==> src/rtl/enc_pkg.sv <==
// Shared definitions for the 8-to-3 queued encoder and its 3-to-8 decoder partner.
// Contents:
//   ENC_N, ENC_CODE_W  - number of request lines and code width
//   enc_code_t         - 3-bit code type
//   enc_state_t        - offer FSM states (IDLE / OFFER)
//   enc_onehot()       - code -> one-hot line; the encoder clears pending bits with
//                        this same mapping, so encoder and decoder always agree.
package enc_pkg;

  localparam int ENC_N      = 8;
  localparam int ENC_CODE_W = 3;

  typedef logic [ENC_CODE_W-1:0] enc_code_t;

  typedef enum logic {
    ENC_IDLE  = 1'b0,
    ENC_OFFER = 1'b1
  } enc_state_t;

  function automatic logic [ENC_N-1:0] enc_onehot(input enc_code_t code);
    logic [ENC_N-1:0] v;
    v = {{(ENC_N-1){1'b0}}, 1'b1} << code;
    return v;
  endfunction

endpackage

==> src/rtl/enc_sel8.sv <==
// Combinational 8-way circular priority search.
// Ports:
//   i_vec   - candidate vector
//   i_start - index examined first
//   i_up    - 1: search start, start+1, ... ; 0: start, start-1, ... (wrapping mod 8)
//   o_idx   - first set index in search order (i_start when nothing is set)
//   o_found - at least one bit of i_vec is set
module enc_sel8
  import enc_pkg::*;
(
  input  logic [ENC_N-1:0] i_vec,
  input  enc_code_t        i_start,
  input  logic             i_up,
  output enc_code_t        o_idx,
  output logic             o_found
);

  enc_code_t w_cand;

  // Walk the eight positions in search order; the first hit wins.
  always_comb begin
    o_idx   = i_start;
    o_found = 1'b0;
    w_cand  = i_start;
    for (int i = 0; i < ENC_N; i++) begin
      // 3-bit arithmetic gives the 7->0 / 0->7 wrap for free
      if (i_up) begin
        w_cand = i_start + enc_code_t'(i);
      end else begin
        w_cand = i_start - enc_code_t'(i);
      end
      if (!o_found && i_vec[w_cand]) begin
        o_found = 1'b1;
        o_idx   = w_cand;
      end else begin
        o_found = o_found;
      end
    end
  end

endmodule

==> src/rtl/enc_8to3_queue.sv <==
// Sequential 8-to-3 encoder with pending queue and valid/ready output.
// Request pulses on REQ_I are latched into a pending register; one index per
// accepted transfer is offered on CODE_O. An offered code is never preempted.
// Ports:
//   CLK, RST  - clock, asynchronous active-high reset
//   REQ_I     - request pulses (bit k queues index k)
//   READY_I   - consumer accepts CODE_O this cycle
//   VALID_O   - CODE_O holds a queued index
//   CODE_O    - offered index
//   PEND_O    - queued, not yet offered requests
//   OVF_O     - one-cycle pulse: a request hit an already-pending bit
// Parameter LSB_FIRST: 1 = bit 0 highest priority, 0 = bit 7 highest.
// Macro ENC_ROUND_ROBIN_EN: when defined, selection is round-robin starting at
// the index after the last loaded code, and LSB_FIRST is ignored.
module enc_8to3_queue
  import enc_pkg::*;
#(
  parameter bit LSB_FIRST = 1'b1
) (
  input  logic             CLK,
  input  logic             RST,
  input  logic [ENC_N-1:0] REQ_I,
  input  logic             READY_I,
  output logic             VALID_O,
  output enc_code_t        CODE_O,
  output logic [ENC_N-1:0] PEND_O,
  output logic             OVF_O
);

  enc_state_t       r_state;
  enc_state_t       w_next_state;
  logic [ENC_N-1:0] r_pend;
  enc_code_t        r_code;
  logic             r_ovf;
  logic [ENC_N-1:0] w_p_eff;
  logic             w_load;
  enc_code_t        w_sel;
  logic             w_found;
  enc_code_t        w_start;
  logic             w_up;

`ifdef ENC_ROUND_ROBIN_EN
  enc_code_t        r_ptr;
  assign w_start = r_ptr;
  assign w_up    = 1'b1;
`else
  assign w_start = LSB_FIRST ? 3'd0 : 3'd7;
  assign w_up    = LSB_FIRST;
`endif

  // Requests arriving this cycle are eligible for selection immediately.
  assign w_p_eff = r_pend | REQ_I;
  assign w_load  = (r_state == ENC_IDLE) || READY_I;

  enc_sel8 u_sel (
    .i_vec   (w_p_eff),
    .i_start (w_start),
    .i_up    (w_up),
    .o_idx   (w_sel),
    .o_found (w_found)
  );

  // Offer state register.
  always_ff @(posedge CLK or posedge RST) begin
    if (RST) begin
      r_state <= ENC_IDLE;
    end else begin
      r_state <= w_next_state;
    end
  end

  // Offer next-state: an offer is only left when the consumer takes it.
  always_comb begin
    w_next_state = r_state;
    case (r_state)
      ENC_IDLE: begin
        if (w_found) begin
          w_next_state = ENC_OFFER;
        end else begin
          w_next_state = ENC_IDLE;
        end
      end
      ENC_OFFER: begin
        if (READY_I) begin
          w_next_state = w_found ? ENC_OFFER : ENC_IDLE;
        end else begin
          w_next_state = ENC_OFFER;
        end
      end
      default: w_next_state = ENC_IDLE;
    endcase
  end

  // Offer outputs decoded from the state register.
  always_comb begin
    case (r_state)
      ENC_OFFER: VALID_O = 1'b1;
      ENC_IDLE:  VALID_O = 1'b0;
      default:   VALID_O = 1'b0;
    endcase
  end

  // Pending queue, offered code, overflow flag and round-robin pointer.
  always_ff @(posedge CLK or posedge RST) begin
    if (RST) begin
      r_pend <= 8'h00;
      r_code <= 3'd0;
      r_ovf  <= 1'b0;
`ifdef ENC_ROUND_ROBIN_EN
      r_ptr  <= 3'd0;
`endif
    end else begin
      // Overflow compares against the queue only: a repeat of the offered
      // code is a fresh event and is simply queued.
      r_ovf <= |(REQ_I & r_pend);
      if (w_load) begin
        if (w_found) begin
          r_code <= w_sel;
          r_pend <= w_p_eff & ~enc_onehot(w_sel);
`ifdef ENC_ROUND_ROBIN_EN
          r_ptr  <= w_sel + 3'd1;
`endif
        end else begin
          r_pend <= 8'h00;
        end
      end else begin
        r_pend <= w_p_eff;
      end
    end
  end

  assign CODE_O = r_code;
  assign PEND_O = r_pend;
  assign OVF_O  = r_ovf;

endmodule

==> config.mk <==
export PLATFORM = sky130hd
export DESIGN_NAME = enc_8to3_queue
export DESIGN_NICKNAME = d
export VERILOG_FILES = /design/src/rtl/enc_pkg.sv /design/src/rtl/enc_sel8.sv /design/src/rtl/enc_8to3_queue.sv
export SDC_FILE = /design/constraint.sdc
export NUM_CORES = 1
export LEC_CHECK = 0
export CAP_MARGIN = 10
export CELL_PAD_IN_SITES_DETAIL_PLACEMENT = 1
export CELL_PAD_IN_SITES_GLOBAL_PLACEMENT = 1
export CORE_MARGIN = 2
export CORE_UTILIZATION = 32
export DETAILED_ROUTE_END_ITERATION = 8
export PLACE_DENSITY_LB_ADDON = 0.1
export SLEW_MARGIN = 20
export SYNTH_ARGS = -nofsm -noshare
export SYNTH_HDL_FRONTEND = slang
export SYNTH_SLANG_ARGS = --single-unit
==> constraint.sdc <==
create_clock -name CLK -period 2.2 [get_ports CLK]
set_clock_uncertainty 0.05 [all_clocks]
set_input_delay 0.44 -clock CLK [delete_from_list [all_inputs] [get_ports CLK]]
set_output_delay 0.44 -clock CLK [all_outputs]
set_load 0.005 [all_outputs]
== Word level (Yosys, flattened, before mapping) ==
Index checks and enable logic that the tools add are counted.
W data, S select, Z words.

* Bitwise logic cells: 5
* Reductions and logical operators: 17
* Mux-type cells: 21
* Shift operators: 1

{| class="wikitable"
|+ Operator list
! kind !! number
|-
| $and A8 B8 Y8 || 2
|-
| $mux W8 || 2
|-
| $mux W3 || 4
|-
| $mux W1 || 11
|-
| $not A8 Y8 || 1
|-
| $or A8 B8 Y8 || 1
|-
| $reduce_or A8 Y1 || 1
|-
| $shl A1 B3 Y8 const A || 1
|-
| $logic_and A1 B1 Y1 || 7
|-
| $logic_not A1 Y1 || 7
|-
| $mux W2 || 2
|-
| $pmux W1 S2 || 2
|-
| $reduce_and A2 Y1 || 1
|-
| $logic_or A1 B1 Y1 || 1
|-
| $not A1 Y1 || 1
|}

* Register bits after elaboration: 13
* Output and inout bits: 13

== Depth between registers and ports, before layout ==
Gate-level depths: netlist (run 1).

* Depth in word-level cells: 28
* Gate-level depth with buffers: 4
* Depth with buffers taken out: 4

== By module ==
From an unflattened synthesis (run 1), not the netlist that was laid out.

* Cell total of the unflattened synthesis: 151
* Area, all modules: 1522.7 µm²

{| class="wikitable"
|+ By module, submodules not included
! module !! instances !! seq. area each (µm²) !! area each (µm²) !! cells an instance
|-
| enc_sel8 || 1 || 0.0 || 912.1 || 91
|-
| enc_8to3_queue || 1 || 325.3 || 610.6 || 60
|}

== Least setup slack after synthesis (run 1) ==
Ideal clock, no wire load.

* Kind: register -> register
* From: reg r_pend[4] (netlist: PEND_O[4])
* To: reg r_code[0] (netlist: CODE_O[0])
* Stages on the path, launching flop included: 5
* Slack: 786 ps
* Data arrival time: 1223 ps
* Buffers on the path: 0
* Cells stage by stage: dfrtp_1 > nor4_2 > nand4_1 > a21oi_1 > a31oi_1

* Cells in the longest elaborated chain, start to end: 13
* Elaborated cells on any way between the ends: 17
* Those cells by class: mux (8); bitwise (1); reduce/logical (8)

{| class="wikitable"
|+ Ends and longest elaborated chain
! what !! RTL line !! source
|-
| start, declared || enc_8to3_queue.sv:32 || <nowiki>logic [ENC_N-1:0] r_pend;</nowiki>
|-
| start signal, assigned || enc_8to3_queue.sv:119 || <nowiki>r_pend <= w_p_eff & ~enc_onehot(w_sel);</nowiki>
|-
| start signal, assigned || enc_8to3_queue.sv:127 || <nowiki>r_pend <= w_p_eff;</nowiki>
|-
| $or A8 B8 Y8 * || enc_8to3_queue.sv:52 || <nowiki>assign w_p_eff = r_pend | REQ_I;</nowiki>
|-
| $logic_and A1 B1 Y1 * || enc_sel8.sv:32 || <nowiki>if (!o_found && i_vec[w_cand]) begin</nowiki>
|-
| $mux W1 || enc_sel8.sv:32 ||
|-
| $logic_not A1 Y1 || enc_sel8.sv:32 ||
|-
| $logic_and A1 B1 Y1 || enc_sel8.sv:32 ||
|-
| $mux W1 || enc_sel8.sv:32 ||
|-
| $logic_not A1 Y1 || enc_sel8.sv:32 ||
|-
| $logic_and A1 B1 Y1 || enc_sel8.sv:32 ||
|-
| $mux W1 || enc_sel8.sv:32 ||
|-
| $logic_not A1 Y1 || enc_sel8.sv:32 ||
|-
| $logic_and A1 B1 Y1 || enc_sel8.sv:32 ||
|-
| $mux W1 || enc_sel8.sv:32 ||
|-
| $reduce_and A2 Y1 (no line) || n/a ||
|-
| end signal, assigned || enc_8to3_queue.sv:118 || <nowiki>r_code <= w_sel;</nowiki>
|-
| end, declared || enc_8to3_queue.sv:33 || <nowiki>enc_code_t r_code;</nowiki>
|}

Mark *: on every way between the ends. The rest lies on a longest branch, timed or not.
A chain may end at the register's enable or synchronous reset.

== Worst setup path in the final report (run 1) ==
* From: in REQ_I[2]
* To: reg r_pend[7] (netlist: PEND_O[7])

* Cells in the longest elaborated chain, start to end: 23
* Elaborated cells on any way between the ends: 29
* Those cells by class: shift (1); mux (14); bitwise (3); reduce/logical (11)

{| class="wikitable"
|+ Ends and longest elaborated chain
! what !! RTL line !! source
|-
| start, declared || enc_8to3_queue.sv:22 || <nowiki>input logic [ENC_N-1:0] REQ_I,</nowiki>
|-
| $or A8 B8 Y8 * || enc_8to3_queue.sv:52 ||
|-
| $logic_and A1 B1 Y1 * || enc_sel8.sv:32 ||
|-
| $mux W1 || enc_sel8.sv:32 ||
|-
| $logic_not A1 Y1 || enc_sel8.sv:32 ||
|-
| $logic_and A1 B1 Y1 || enc_sel8.sv:32 ||
|-
| $mux W1 || enc_sel8.sv:32 ||
|-
| $logic_not A1 Y1 || enc_sel8.sv:32 ||
|-
| $logic_and A1 B1 Y1 || enc_sel8.sv:32 ||
|-
| (+7 left out) || n/a ||
|-
| $logic_not A1 Y1 || enc_sel8.sv:32 ||
|-
| $logic_and A1 B1 Y1 || enc_sel8.sv:32 ||
|-
| $mux W3 || enc_sel8.sv:32 ||
|-
| $shl A1 B3 Y8 || enc_pkg.sv:22 || <nowiki>v = {{(ENC_N-1){1'b0}}, 1'b1} << code;</nowiki>
|-
| $not A8 Y8 || enc_8to3_queue.sv:119 ||
|-
| $and A8 B8 Y8 || enc_8to3_queue.sv:119 ||
|-
| $mux W8 * || enc_8to3_queue.sv:117 || <nowiki>if (w_found) begin</nowiki>
|-
| $mux W8 * || enc_8to3_queue.sv:116 || <nowiki>if (w_load) begin</nowiki>
|}

Marked as above.

==> results.cfg, run 1 <==
[clock_network]
clockBufferDepth = 2
cts_resized = 0
htree_levels = 1
cts_tree = yes
clk_latency_ns = 0.26
cts-root-buf = clkbuf_4
cts_buffers = 3
path_clk_slew_ns = 0.08
cts.sinks = 13
cts_setup_buffers = 0
holdBufCountCts = 0

[power]
p_comb_frac = 0.157
powerDensity_mw_per_mm2 = 516
seqPwrFrac = 0.543
clkPwrFrac = 0.301
peakVddDrop_mv = 0.321
p_int_w = 0.000359
p_leak_nw = 0.327
p_sw_frac = 0.240
power_switching_w = 0.000113

[setup_path]
reg2reg_depth = 3
reg2reg_from = PEND_O[2]
r2r_end = PEND_O[7]
arrival_ns = 1.86
worstPathRequired_ns = 2.29
critical_path_class = primary input to flop
slowest_delay_ns = 0.50
cp_top_family = simple AND/OR/NAND/NOR gates
reg2reg_slack_ns = 0.63
cp_num_buf_inv = 1
crit_end = PEND_O[7]
endpoint_kind = flop
startpoint_type = primary input
slowest_stage = nor4_2
worstPathCellList = clkdlybuf4s50_1, nor4_2, and3_1, a31oi_1
worst-path-stages = 4
worstPathMaxFanout = 5
crit_start = REQ_I[2]

[die]
core-area_mm2 = 0.00176
die_x_um = 47.6
die_area_mm2 = 0.00227
start_util = 0.345
io_pins = 24
die_y_um = 47.6
fp-row-count = 15

[placement]
placed_cells = 111
portBuffers = 23
hpwl_um = 1340
place_congestion = 0.867

[timing]
period_minus_slack_ns = 1.77
tightest_slew_ns = 0.501
tns_ns = 0
slew_violations = 0
slew_headroom = 0.663
hold_viol = 0
period_share = 0.803
rsz0062_at_grt = no
max_freq_mhz = 566
setup_viol = 0

[global_route]
grt_pass1_vias = 600
gr-usage-all-layers = 0.176
grt_max_degree = 14
grt_first_pass_wirelength_um = 2720
grt-ovfl-total = 0
antenna_found_initial = 0

[logic_synthesis]
synth_top_family_by_area = simple AND/OR/NAND/NOR gates
synthAdderAreaFrac = 0
synth_fp_nets = 72
ys_types = 20
yosys_most_used_dff = dfrtp_1
yosys.area.top_type = dfrtp_1
synth_area_leaders = dfrtp_1 (53%), a21oi_1 (7.4%), nor2_1 (6.2%), a22oi_1 (4.9%), a31oi_1 (4.1%)
ys_warn_count = 0
asyncSetResetFlopFracSynth = 1.00
synth_top_area_share = 0.534
synth_edf_count = 0
ys_ff_latch = 13
synthSimpleGateAreaFrac = 0.242
synth_xor_area_frac = 0
muxShareOfSynthArea = 0
synth_compound_area_frac = 0.211
syn_area_per_cell_um2 = 9.99
synth_area_um2 = 609
synthCells = 61
ys_seq_area_frac = 0.534

[route]
viasPerCell = 5.30
drc = 0
ant_nets = 0
first_iter_violations = 11
wl_per_cell_um = 14.6
vias = 610
dr.pass1.iters = 4
drt-total-wl_um = 1680

[min_path]
hp-class = primary input to async pin

[run]
max_cap_violations = 0

[cells_and_area]
syn_to_final_growth_pct = 50.3
layout-drive-gt1-share = 0.100
diodes = 0
final-instance-count-excl-fill = 115
fin_nets = 102

[status]
outcome = finished clean
cells in the final DEF, fill, tap and decap left out:
cell type,n
o31ai_1,1
and3_1,1
clkbuf_4,3
a22oi_1,4
or2_1,1
nor4_4,1
clkbuf_1,1
clkdlybuf4s50_1,23
inv_1,1
a31oi_1,4
nand4_1,3
nand2b_1,1
o22ai_1,1
nor4_1,1
a21oi_1,9
buf_4,3
nor2_1,10
nand3_1,1
o311a_1,1
dfrtp_1,13
nand2_1,4
o21ai_1,1
nor4_2,2
worst min-delay path by stage:
stage	depth (start not counted)	startpoint	slack, ns	endpoint
5_1_grt	2	RST	0.51	PEND_O[7]
6_report	2	RST	0.44	CODE_O[0]
4_1_cts	2	RST	0.46	CODE_O[0]
3_5_place_dp	2	CODE_O[2]	0.48	CODE_O[2]
2_1_floorplan	1	RST	0.27	CODE_O[0]
3_3_place_gp	2	CODE_O[1]	0.47	CODE_O[1]
synth_stat cells, drive strengths merged (3+ instances only):
| cell type | instances |
|---|---|
| dfrtp | 13 |
| nor2 | 10 |
| a21oi | 9 |
| a22oi | 4 |
| a31oi | 4 |
| nand2 | 4 |
| nor4 | 4 |
| nand4 | 3 |
area by class of cell:
| class | instances | area, um^2 |
|---|---|---|
| fillers | 208 | 848 |
| flip-flops and latches | 13 | 325 |
| multi-input cells | 46 | 277 |
| repair buffers | 26 | 253 |
| well taps | 25 | 31.3 |
| clock buffers | 4 | 26.3 |
| inverters | 1 | 3.75 |
kinds of logic (layout without fill, tap and decap cells):
kind of cell	count (synthesis)	after routing
compound gates	21	21
simple gates	25	25
buf+inv	2	31
flops	13	13
flip-flops by register name (all words and copies together) (netlist names):
signal	flops
r_state	1
CODE_O	3
OVF_O	1
PEND_O	8
routing by layer:
metal / up-vias / track usage / share of wire
met5: - / 0 / 0
met4: 0 / 0.0649 / 0.0071
met3: 2 / 0.0377 / 0.049
met2: 18 / 0.286 / 0.49
met1: 298 / 0.232 / 0.46
li1: 292 / - / -
power groups by stage:
stage                     registers [W]  clock network, W   logic, W
after global routing           0.000258          0.000159  0.0000826
after floorplan                0.000261                 0  0.0000242
after detailed placement       0.000261                 0  0.0000741
after global placement         0.000261                 0  0.0000737
final                          0.000256          0.000142  0.0000740
after CTS                      0.000256          0.000148  0.0000749
per-stage QoR:
step / power [W] / hold WS (ns) / instance area [um^2] / utilization / setup WS, ns
finish: 0.000472 / 0.441 / 916 / 0.519 / 0.434
global route: 0.000500 / 0.507 / 916 / 0.519 / 0.326
CTS: 0.000479 / 0.461 / 916 / 0.519 / 0.435
detailed placement: 0.000335 / 0.479 / 890 / 0.504 / 0.174
global placement: 0.000335 / 0.470 / 890 / 0.504 / 0.258
floorplan: 0.000285 / 0.267 / 609 / - / 0.786
Note: power is estimated with default switching activity, not from simulation.
==> inputs of run 2 (changes only) <==
Settings changed: CORE_UTILIZATION 32 to 27.
Clock period 2.2 ns to 1.55 ns, I/O delays scaled along.
==> results.cfg, run 2 (same netlist as run 1, synthesis figures left out) <==
[power]
peakVddDrop_mv = 0.507
p_leak_nw = 0.439
powerDensity_mw_per_mm2 = 645

[route]
first_iter_violations = 6
drt-total-wl_um = 2010
wl_per_cell_um = 14.3
drc = 0
viasPerCell = 4.84
vias = 678
ant_nets = 0
dr.pass1.iters = 4

[setup_path]
endpoint_kind = primary output
arrival_ns = 1.15
reg2reg_depth = 4
slowest_stage = clkdlybuf4s50_1
cp_num_buf_inv = 1
crit_start = CODE_O[0]
worstPathRequired_ns = 1.19
worstPathMaxFanout = 2
reg2reg_from = PEND_O[3]
worst-path-stages = 1
cp_top_family = buffers and inverters
slowest_delay_ns = 0.50
critical_path_class = flop to primary output
startpoint_type = flop
worstPathCellList = clkdlybuf4s50_1

[timing]
tightest_slew_ns = 0.517
period_minus_slack_ns = 1.51
holdWs_ns = 0.307
max_freq_mhz = 661
period_share = 0.976
hold_viol = 0
rsz0062_at_grt = no
worst_slack_ns = 0.0374
setup_viol = 0
slew_headroom = 0.655
tns_ns = 0
slew_violations = 0

[placement]
portBuffers = 23
dp_slack_ns = -0.226
place_congestion = 0.781
hpwl_um = 1460

[clock_network]
path_clk_slew_ns = 0.09
cts.sinks = 13
clockBufferDepth = 2
cts_buffers = 3
htree_levels = 1
cts-root-buf = clkbuf_4
clk_latency_ns = 0.27
cts_tree = yes

[run]
max_cap_violations = 0

[cells_and_area]
syn_to_final_growth_pct = 80.9
largest_reg_flops = 8
layout-drive-gt1-share = 0.304
layout_commonest_cell = buf_4
multiInputGateArea_um2 = 288
fillCellCount = 260
diodes = 0
fin_nets = 124
layout_common_cells = buf_4 (25), clkdlybuf4s50_1 (20), dfrtp_1 (12), nor2_1 (9), a21oi_1 (9)
register_area_um2 = 327

[die]
die_area_mm2 = 0.00265
die_y_um = 51.5
die_x_um = 51.5
start_util = 0.281
io_pins = 24
fp-row-count = 17
core-area_mm2 = 0.00217

[global_route]
grt-ovfl-total = 0
grt_max_degree = 14
antenna_found_initial = 0
grt_pass1_vias = 687
grt_first_pass_wirelength_um = 3190
gr-usage-all-layers = 0.163

[min_path]
hp-class = primary input to async pin

[status]
outcome = finished clean
-- run 2: final cells by class --
type / instances / share of cell area
Timing Repair Buffer: 48 / 0.383
Sequential cell: 13 / 0.296
Multi-Input combinational cell: 46 / 0.261
Tap cell: 28 / 0.0318
Clock buffer: 3 / 0.0204
Clock inverter: 1 / 0.00454
Inverter: 1 / 0.00341
-- run 2: path summary, 6_finish.rpt --
check	slack (ns)	endpoint
max	0.04	CODE_O[0]
min	0.31	CODE_O[1]
max reg2reg	0.07	r_state
min reg2reg	0.49	CODE_O[2]
max in group asynchronous	0.77	PEND_O[1]
min in group CLK	0.49	CODE_O[2]
-- run 2: worst register-to-register path: stages, from the launching register on --
cell and delay, ns:
dfrtp_1 0.38, buf_4 0.14, nor4_2 0.34, and3_1 0.34, nand3_1 0.11
-- run 2: through the flow --
| step | power [W] | cell area (um^2) | util | instances |
|---|---|---|---|---|
| finish | 0.000711 | 1100 | 0.508 | 140 |
| global route | 0.000749 | 1100 | 0.508 | 140 |
| CTS | 0.000716 | 1090 | 0.501 | 140 |
| detailed placement | 0.000499 | 1010 | 0.464 | 129 |
| global placement | 0.000497 | 1010 | 0.464 | 129 |
| floorplan | 0.000405 | 609 | - | 61 |
-- run 2: where the power goes --
group | switching [W] | internal (W)
clock | 0.000118 | 0.0000954
combinational | 0.0000560 | 0.0000783
sequential | 0.0000109 | 0.000352
total | 0.000185 | 0.000525
-- run 2: what timing repair did --
action / in CTS / in global routing
pin swaps: 0 / 0
hold buffers: 0 / 0
endpoints found under the setup margin: 8 / 3
gates resized for setup: 2 / 4
buffers inserted: 7 / 0
-- run 2: metal layers --
metal,up-vias,track usage,wire length [um]
li1,336,-,-
met1,327,0.221,904
met2,15,0.267,1030
met3,0,0.0259,72
met4,0,0.0526,0
met5,-,0,0
==> inputs of run 3 (changes only) <==
Settings changed: ABC_AREA from default to 1, CORE_UTILIZATION 27 to 38, DONT_BUFFER_PORTS from default to 1, TNS_END_PERCENT from default to 10.
==> results.cfg, run 3 <==
[logic_synthesis]
asyncSetResetFlopFracSynth = 1.00
ys_types = 19
ys_seq_area_frac = 0.462
syn_area_per_cell_um2 = 9.03
synth_top_area_share = 0.462
yosys.area.top_type = dfrtp_1
synth_fp_nets = 89
ys_top_cells_by_count = nand2_1 (23), dfrtp_1 (13), inv_1 (7)
yosys_most_used_dff = dfrtp_1
synth_edf_count = 0
synthCells = 78
synth_area_um2 = 704
ys_ff_latch = 13
ys_warn_count = 0
yosysMostFrequentCell = nand2_1
synth_area_leaders = dfrtp_1 (46%), nand2_1 (12%), nor2_4 (8.0%), inv_1 (3.7%), nor2_2 (3.6%)

[setup_path]
r2r_end = CODE_O[0]
reg2reg_depth = 8
crit_end = CODE_O[0]
startpoint_type = flop
critical_path_class = flop to flop
reg2reg_slack_ns = 0.15
worstPathMaxFanout = 5
worstPathRequired_ns = 1.66
crit_start = PEND_O[3]
endpoint_kind = flop
reg2reg_from = PEND_O[3]
arrival_ns = 1.52

[power]
clkPwrFrac = 0.341
p_comb_frac = 0.079
powerDensity_mw_per_mm2 = 783
peakVddDrop_mv = 0.494
p_int_w = 0.000464
seqPwrFrac = 0.580
p_sw_frac = 0.249
p_leak_nw = 0.368
power_switching_w = 0.000154

[cells_and_area]
layout_common_cells = nand2_1 (23), dfrtp_1 (13), inv_1 (7), nor2_4 (5)
final-instance-count-excl-fill = 110
layout_commonest_cell = nand2_1
diodes = 0
layout-drive-gt1-share = 0.271
fillCellCount = 222
largest_reg_flops = 8
syn_to_final_growth_pct = 12.1
finalInstanceArea_um2 = 790
fin_nets = 97

[timing]
slew_headroom = 0.657
hold_viol = 0
setup_viol = 0
slew_violations = 0
tightest_slew_ns = 0.514
period_share = 0.904
period_minus_slack_ns = 1.40
max_freq_mhz = 713

[die]
fp-row-count = 15
io_pins = 24
die_y_um = 47.1
die_area_mm2 = 0.00221
start_util = 0.408
core-area_mm2 = 0.00173
die_x_um = 47.1

[placement]
portBuffers = 0
place_congestion = 0.760
hpwl_um = 1190
placed_area_um2 = 738
placed_cells = 103

[route]
dr.pass1.iters = 2
viasPerCell = 4.93
drt-total-wl_um = 1550
vias = 542
ant_nets = 0
drc = 0
wl_per_cell_um = 14.1
first_iter_violations = 2

[clock_network]
cts_resized = 0
cts_tree = yes
path_clk_slew_ns = 0.08
cts.sinks = 13
htree_levels = 1
cts_buffers = 3
clk_latency_ns = 0.27
cts-root-buf = clkbuf_4
clockBufferDepth = 2

[global_route]
antenna_found_initial = 0
grt-ovfl-total = 0
grt_pass1_vias = 573
grt_max_degree = 14
grt_first_pass_wirelength_um = 2530
gr-usage-all-layers = 0.164

[min_path]
hp-class = primary input to flop

[run]
max_cap_violations = 0

[status]
outcome = finished clean
run 3: repair_timing:
| item | 4_1_cts | 5_1_grt |
|---|---|---|
| setup endpoints to repair | 0 | 1 |
| endpoints found under the hold margin | 13 | 0 |
| hold buffers | 1 | 0 |
| setup buffers | 0 | 2 |
run 3: power by group through the flow:
stage | registers [W] | clock network [W] | logic (W)
6_report | 0.000359 | 0.000211 | 0.0000487
5_1_grt | 0.000361 | 0.000236 | 0.0000561
4_1_cts | 0.000359 | 0.000220 | 0.0000502
3_5_place_dp | 0.000366 | 0 | 0.0000483
3_3_place_gp | 0.000365 | 0 | 0.0000466
2_1_floorplan | 0.000364 | 0 | 0.0000382
run 3: area by class of cell:
cell class	count	area (um^2)	share of cell area
Clock buffer	4	26.3	0.0333
Multi-Input combinational cell	56	344	0.436
Sequential cell	13	325	0.412
Timing Repair Buffer	4	32.5	0.0412
Inverter	8	30.0	0.0380
Tap cell	25	31.3	0.0396
run 3: worst min-delay path by stage:
stage	from	end	slack [ns]	cells after the start
6_report	REQ_I[2]	OVF_O	0.12	2
5_1_grt	REQ_I[2]	OVF_O	0.14	2
4_1_cts	REQ_I[2]	OVF_O	0.12	2
3_5_place_dp	RST	r_state	0.21	1
3_3_place_gp	RST	r_state	0.21	1
2_1_floorplan	RST	CODE_O[0]	0.14	1
run 3: worst max-delay path, stage by stage (launching register included):
cell and delay [ns]:
dfrtp_1 0.44, nor2_2 0.13, nand2_2 0.11, nor2_8 0.16
nand4_4 0.11, nor2_2 0.12, nor2_1 0.07, nand2_1 0.06
nand2_1 0.05
run 3: metrics by stage:
step	hold slack [ns]	TNS [ns]	utilization	setup WS, ns	total power [W]
finish	0.124	0	0.457	0.148	0.000618
global route	0.139	-0.00353	0.457	-0.00353	0.000653
floorplan	0.137	0	-	0.246	0.000402
detailed placement	0.213	0	0.428	0.124	0.000414
CTS	0.117	0	0.449	0.101	0.000629
global placement	0.207	0	0.428	0.158	0.000412
run 3: cell families (layout without fill, tap and decap cells):
kind of cell | Yosys count | in the layout | synth area share
AOI/OAI and AO/OA | 14 | 14 | 0.130
buffers and inverters | 9 | 16 | 0.0497
DFF | 13 | 13 | 0.462
and+or+nand+nor | 42 | 42 | 0.359
run 3: metal layers:
layer / up-vias / GRT usage / part of all wire
met4: 0 / 0.0667 / 0.014
met5: - / 0 / 0
met1: 256 / 0.214 / 0.47
li1: 266 / - / -
met2: 16 / 0.255 / 0.46
met3: 4 / 0.0462 / 0.053
